File: src/rtl/clk_div_multi.sv
// Multi-channel reprogrammable integer clock divider with glitch-free ratio changes.
// Optional macro CLK_DIV_ODD_DUTY_EN adds a negedge stage for exact 50% duty on odd ratios.
module clk_div_multi #(
  parameter int NUM_CH        = 4,
  parameter int RATIO_WIDTH   = 8,
  parameter int DEFAULT_RATIO = 2
) (
  input  logic                          i_clk,
  input  logic                          i_rst,
  input  logic [NUM_CH-1:0]             i_en,
  input  logic [NUM_CH*RATIO_WIDTH-1:0] i_div_ratio,
  input  logic [NUM_CH-1:0]             i_ratio_load,
  input  logic                          i_sync,
  output logic [NUM_CH-1:0]             o_clk,
  output logic [NUM_CH-1:0]             o_tick,
  output logic [NUM_CH-1:0]             o_pending
);

  localparam logic [1:0] ST_IDLE   = 2'd0;
  localparam logic [1:0] ST_RUN    = 2'd1;
  localparam logic [1:0] ST_STOP   = 2'd2;
  localparam logic [1:0] ST_BYPASS = 2'd3;

  localparam logic [RATIO_WIDTH-1:0] RATIO_DEF = RATIO_WIDTH'(DEFAULT_RATIO);
  localparam logic [RATIO_WIDTH-1:0] RATIO_ONE = RATIO_WIDTH'(1);
  localparam logic [RATIO_WIDTH-1:0] RATIO_TWO = RATIO_WIDTH'(2);

  for (genvar k = 0; k < NUM_CH; k++) begin : g_ch
    logic [1:0]             state;
    logic [1:0]             state_nx;
    logic [RATIO_WIDTH-1:0] act;
    logic [RATIO_WIDTH-1:0] act_nx;
    logic [RATIO_WIDTH-1:0] pend;
    logic [RATIO_WIDTH-1:0] cnt;
    logic [RATIO_WIDTH-1:0] cnt_nx;
    logic [RATIO_WIDTH-1:0] last;
    logic [RATIO_WIDTH-1:0] slice;
    logic                   flag;
    logic                   flag_nx;
    logic                   boundary;
    logic                   restart;
    logic                   running_nx;
    logic                   clk_hi;
    logic                   tick;

    assign slice      = i_div_ratio[k*RATIO_WIDTH +: RATIO_WIDTH];
    assign last       = act - RATIO_ONE;
    assign boundary   = (cnt == last);
    assign restart    = boundary || i_sync;
    assign running_nx = (state_nx == ST_RUN) || (state_nx == ST_STOP);

    // STOP behaves exactly like RUN except that it exits to IDLE at the
    // period boundary, which is what guarantees a full final low phase.
    always_comb begin
      state_nx = state;
      act_nx   = act;
      cnt_nx   = cnt;
      flag_nx  = flag;
      case (state)
        ST_IDLE: begin
          cnt_nx = '0;
          if (flag) begin
            act_nx  = pend;
            flag_nx = 1'b0;
          end
          if (i_en[k]) begin
            state_nx = (act_nx >= RATIO_TWO) ? ST_RUN : ST_BYPASS;
          end
        end
        ST_RUN, ST_STOP: begin
          cnt_nx = restart ? '0 : cnt + RATIO_ONE;
          if (flag && restart) begin
            act_nx  = pend;
            flag_nx = 1'b0;
          end
          if (flag && restart && (pend < RATIO_TWO)) begin
            state_nx = i_en[k] ? ST_BYPASS : ST_IDLE;
          end else if (!i_en[k]) begin
            state_nx = boundary ? ST_IDLE : ST_STOP;
          end else begin
            state_nx = ST_RUN;
          end
        end
        default: begin
          cnt_nx = '0;
          if (flag) begin
            act_nx  = pend;
            flag_nx = 1'b0;
          end
          if (!i_en[k]) begin
            state_nx = ST_IDLE;
          end else if (act_nx >= RATIO_TWO) begin
            state_nx = ST_RUN;
          end
        end
      endcase
      // A load on the apply edge re-arms the flag with the freshly captured value.
      if (i_ratio_load[k]) begin
        flag_nx = 1'b1;
      end
    end

    // Outputs are decoded from the next-state values so they line up with cnt.
    always_ff @(posedge i_clk) begin
      if (i_rst) begin
        state  <= ST_IDLE;
        act    <= RATIO_DEF;
        pend   <= RATIO_DEF;
        cnt    <= '0;
        flag   <= 1'b0;
        clk_hi <= 1'b0;
        tick   <= 1'b0;
      end else begin
        state  <= state_nx;
        act    <= act_nx;
        cnt    <= cnt_nx;
        flag   <= flag_nx;
        clk_hi <= running_nx && (cnt_nx < (act_nx >> 1));
        tick   <= running_nx ? (cnt_nx == '0) : (state_nx == ST_BYPASS);
        if (i_ratio_load[k]) begin
          pend <= slice;
        end
      end
    end

    assign o_tick[k]    = tick;
    assign o_pending[k] = flag;

`ifdef CLK_DIV_ODD_DUTY_EN
    logic neg_hi;

    // Half-cycle extension of the high phase, only meaningful for odd ratios.
    always_ff @(negedge i_clk) begin
      if (i_rst) begin
        neg_hi <= 1'b0;
      end else begin
        neg_hi <= clk_hi && act[0] && (act >= RATIO_TWO);
      end
    end

    assign o_clk[k] = (state == ST_BYPASS) ? i_clk : (clk_hi | neg_hi);
`else
    assign o_clk[k] = (state == ST_BYPASS) ? i_clk : clk_hi;
`endif
  end

endmodule

File: config.mk
export PLATFORM = sky130hd
export DESIGN_NAME = clk_div_multi
export DESIGN_NICKNAME = d
export VERILOG_FILES = /design/src/rtl/clk_div_multi.sv
export SDC_FILE = /design/constraint.sdc
export NUM_CORES = 1
export LEC_CHECK = 0
export BUFFER_PORTS_ARGS = -buffer_cell sky130_fd_sc_hd__clkbuf_2
export CELL_PAD_IN_SITES_DETAIL_PLACEMENT = 1
export CELL_PAD_IN_SITES_GLOBAL_PLACEMENT = 2
export CORE_ASPECT_RATIO = 0.9
export CORE_MARGIN = 4
export CORE_UTILIZATION = 37
export CTS_CLUSTER_SIZE = 20
export DETAILED_ROUTE_END_ITERATION = 12
export PLACE_DENSITY = 0.92
export SKIP_LAST_GASP = 1
export SLEW_MARGIN = 25
export SYNTH_ARGS = -nofsm -noshare
export SYNTH_HDL_FRONTEND = slang
export SYNTH_SLANG_ARGS = --single-unit
File: constraint.sdc
create_clock -name i_clk -period 4.1 [get_ports i_clk]
set_input_delay 0.41 -clock i_clk [delete_from_list [all_inputs] [get_ports i_clk]]
set_output_delay 0.41 -clock i_clk [all_outputs]
set_load 0.02 [all_outputs]
Word-level counts from Yosys, hierarchy flattened
Index checks and enable logic that the tools add are counted.
{"block": "word_totals", "ff_bits": 116, "out_inout_bits": 12, "wordCells": 212, "inputBits": 43}
{"block": "classes", "mux": 84, "add_sub_neg": 8, "magnitude_cmp": 16, "eq_ne": 36, "n_reduce_logical": 36}
{"operator": "two-way mux 8 bit", "count": 24}
{"operator": "greater-or-equal comparator 8 x 2 -> 1 bit (second input constant)", "count": 8}
{"operator": "two-way mux 2 bit", "count": 32}
{"operator": "one-hot mux 8 bit (2 select lines)", "count": 4}
{"operator": "adder 8 x 1 -> 8 bit (second input constant)", "count": 4}
{"operator": "equality test 2 bit (second input constant)", "count": 16}
{"operator": "equality test 8 bit", "count": 4}
{"operator": "logical NOT 8 bit", "count": 4}
{"operator": "< comparator 8 x 2 -> 1 bit (second input constant)", "count": 4}
{"operator": "< comparator 8 x 7 -> 1 bit", "count": 4}
{"operator": "subtractor 8 x 1 -> 8 bit (second input constant)", "count": 4}
{"operator": "two-way mux 1 bit", "count": 20}
{"operator": "equality test 2 x 1 -> 1 bit (second input constant)", "count": 8}
{"operator": "one-hot mux 2 bit (2 select lines)", "count": 4}
{"operator": "logical AND 1 bit", "count": 12}
{"operator": "!= test 3 bit (second input constant)", "count": 4}
{"operator": "OR reduction 3 bit", "count": 4}
{"operator": "logical NOT 2 bit", "count": 4}
{"operator": "logical OR 1 bit", "count": 8}
{"operator": "!= test 2 bit (second input constant)", "count": 4}
{"operator": "OR reduction 2 bit", "count": 4}

Depth between registers and ports, before layout
{"block": "logic_depth", "word_depth": 10, "ltp_mapped": 17, "ltp_nobuf": 15}

==> impl_metrics.ini <==
[setup_path]
crit_type = reg2reg
arrival_ps = 4280
path_max_fanout = 8
crit_required_ps = 4580
crit_path_start_kind = register
end_kind = register

[power_and_ir_drop]
power_density_nw_per_um2 = 495
p_total_mw = 3.97
vdd_drop_max_uv = 332
p_leak_nw = 3.51

[floorplan]
rows = 46
dieHeight_um = 137
core_area_um2 = 17800
start_util = 0.382
die_area_um2 = 20700
die_w_um = 151
io_pins = 55

[route]
vias_per_cell = 5.48
drcViolationCount = 0
wl_per_cell_um = 17.9
via_count = 6037
drt_iter0_drc = 305
antenna_left = 0
wl_um = 19700
first_pass_iters = 4

[timing]
fmax_ghz = 0.263
hold_viol_final = 0
hold_slack_ps = 92.2
fin_setup_tns_ps = 0
final.min_clock_period_ps = 3800
slew_headroom = 0.394
final.period_utilization = 0.927
slew_violations = 0
setup_violations = 0
worst-slew-pin-transition_ps = 896
rsz0062_at_grt = no
fin_worst_skew_ps = 9.93

[hold_path]
hp-class = in2reg

[clocking]
path_clk_slew_ps = 60
clkLatencyLatePin_ps = 540
cts_tree = built
cts_setup_buffers = 0

[status]
status = finished, final reports clean

[finish]
n_antenna_cell = 0
drive_above_1_share = 0.129
final_util = 0.449
nets = 936
fill_cells = 2138
area_growth_pct = 17.6
final_cells = 1102
layout.cells.most_common = nor2_1
final_cell_mix = nor2_1 (122), dfxtp_1 (116), mux2i_1 (59)

[yosys]
syn_inst = 814
synth_fp_nets = 901
synth_edf_count = 0
ys_seq_area_frac = 0.341
synth_ff_type = dfxtp_1
synth_top_area_share = 0.341
yosys.area.top_type = dfxtp_1
synth.avg_cell_area_um2 = 8.38
ys_top_cells_by_area = dfxtp_1 (34%), mux2i_1 (8.7%), ha_1 (8.1%)
ys_seq_elements = 116
yosys_warnings = 0
synth_cell_types = 58
syn_area_um2 = 6820
async_reset_ff_frac = 0

[grt]
grt_pass1_wl_um = 32700
gr-total-overflow = 0
grt_max_degree = 50
grt_pass1_vias = 6337
grt_usage = 0.202
antenna_found_initial = 0

[placed_design]
dp_hpwl_um = 13600
io_buffers = 54
gp_congestion = 0.867
placed_cells = 1066

[job]
drv_cap = 0
what timing repair did:
item / in CTS / in global routing
gates resized for setup: 0 / 2
setup endpoints to repair: 0 / 2
hold buffers: 0 / 0
layout make-up:
type	instances	area, um^2	area share
Clock buffer	28	587	0.0732
Clock inverter	12	224	0.0279
Inverter	37	139	0.0173
Multi-Input combinational cell	612	4140	0.516
Sequential cell	116	2320	0.290
Tap cell	240	300	0.0374
Timing Repair Buffer	57	305	0.0381
cell families (layout without fill, tap and decap cells):
kind of cell | after synthesis | count (layout) | share of synthesized area
buf+inv | 86 | 134 | 0.0532
flops | 116 | 116 | 0.341
simple gates | 318 | 318 | 0.229
xor+xnor | 64 | 64 | 0.0822
compound gates | 123 | 123 | 0.121
mux | 63 | 63 | 0.0932
fa+ha+maj | 44 | 44 | 0.0807
metrics by stage:
step	worst slack (ps)	instance area, um^2
4_1_cts	174	8010
5_1_grt	16.7	8020
3_5_place_dp	258	7220
2_1_floorplan	643	6820
3_3_place_gp	402	7220
6_report	299	8020
routing by layer:
metal,vias up,GRT usage,part of all wire
met5,-,0,0
met4,0,0.0775,0.021
met3,37,0.0500,0.036
met2,108,0.326,0.47
met1,2953,0.260,0.48
li1,2939,-,-
cell usage after synthesis (5+ instances only):
library cell / n
nand3b_1: 6
xor2_1: 33
nor4b_1: 6
a31oi_1: 8
a211oi_1: 9
nor2_1: 122
nor3_1: 37
inv_1: 37
xnor2_1: 31
mux2i_1: 59
clkbuf_1: 36
o21a_1: 5
nand2_1: 36
buf_4: 8
nor2b_1: 14
dfxtp_1: 116
a211o_1: 5
nor4_1: 15
and2_1: 8
or4_1: 7
and3_1: 14
o211ai_1: 12
ha_1: 44
nand3_1: 28
a21oi_1: 31
nand2b_1: 6
o21ai_0: 19
worst paths after layout:
kind	from	endpoint	slack, ps	cells past startpoint
setup / recovery	g_ch[3].act[0]	g_ch[3].clk_hi	300	12
hold reg to reg	g_ch[2].pend[0]	g_ch[2].act[0]	480	2
setup reg to reg	g_ch[3].act[0]	g_ch[3].clk_hi	300	12
hold / removal	i_div_ratio[9]	g_ch[1].pend[1]	90	3
where the power goes:
group	internal, mW	switching (mW)	leakage (nW)
registers	1.21	0.0713	0.948
clock network	1.38	0.659	0.411
logic	0.270	0.384	2.15
state kept, by name, summed over array words and instances (netlist names):
| register | count |
|---|---|
| g_ch.act | 32 |
| g_ch.clk_hi | 4 |
| g_ch.cnt | 32 |
| g_ch.flag | 4 |
| g_ch.pend | 32 |
| g_ch.state | 8 |
| g_ch.tick | 4 |
worst max-delay path, stage by stage (launching register included):
cell      delay [ps]
dfxtp_1          350
or4_1            600
or4b_1           530
nand3_1          100
a31oi_1          110
o41a_1           450
nand2b_2         320
mux2i_1          310
ha_1             290
nand3_1          110
o22ai_1          100
nor4b_1          250
and4_1           220
(Power assumes the default switching activity.)
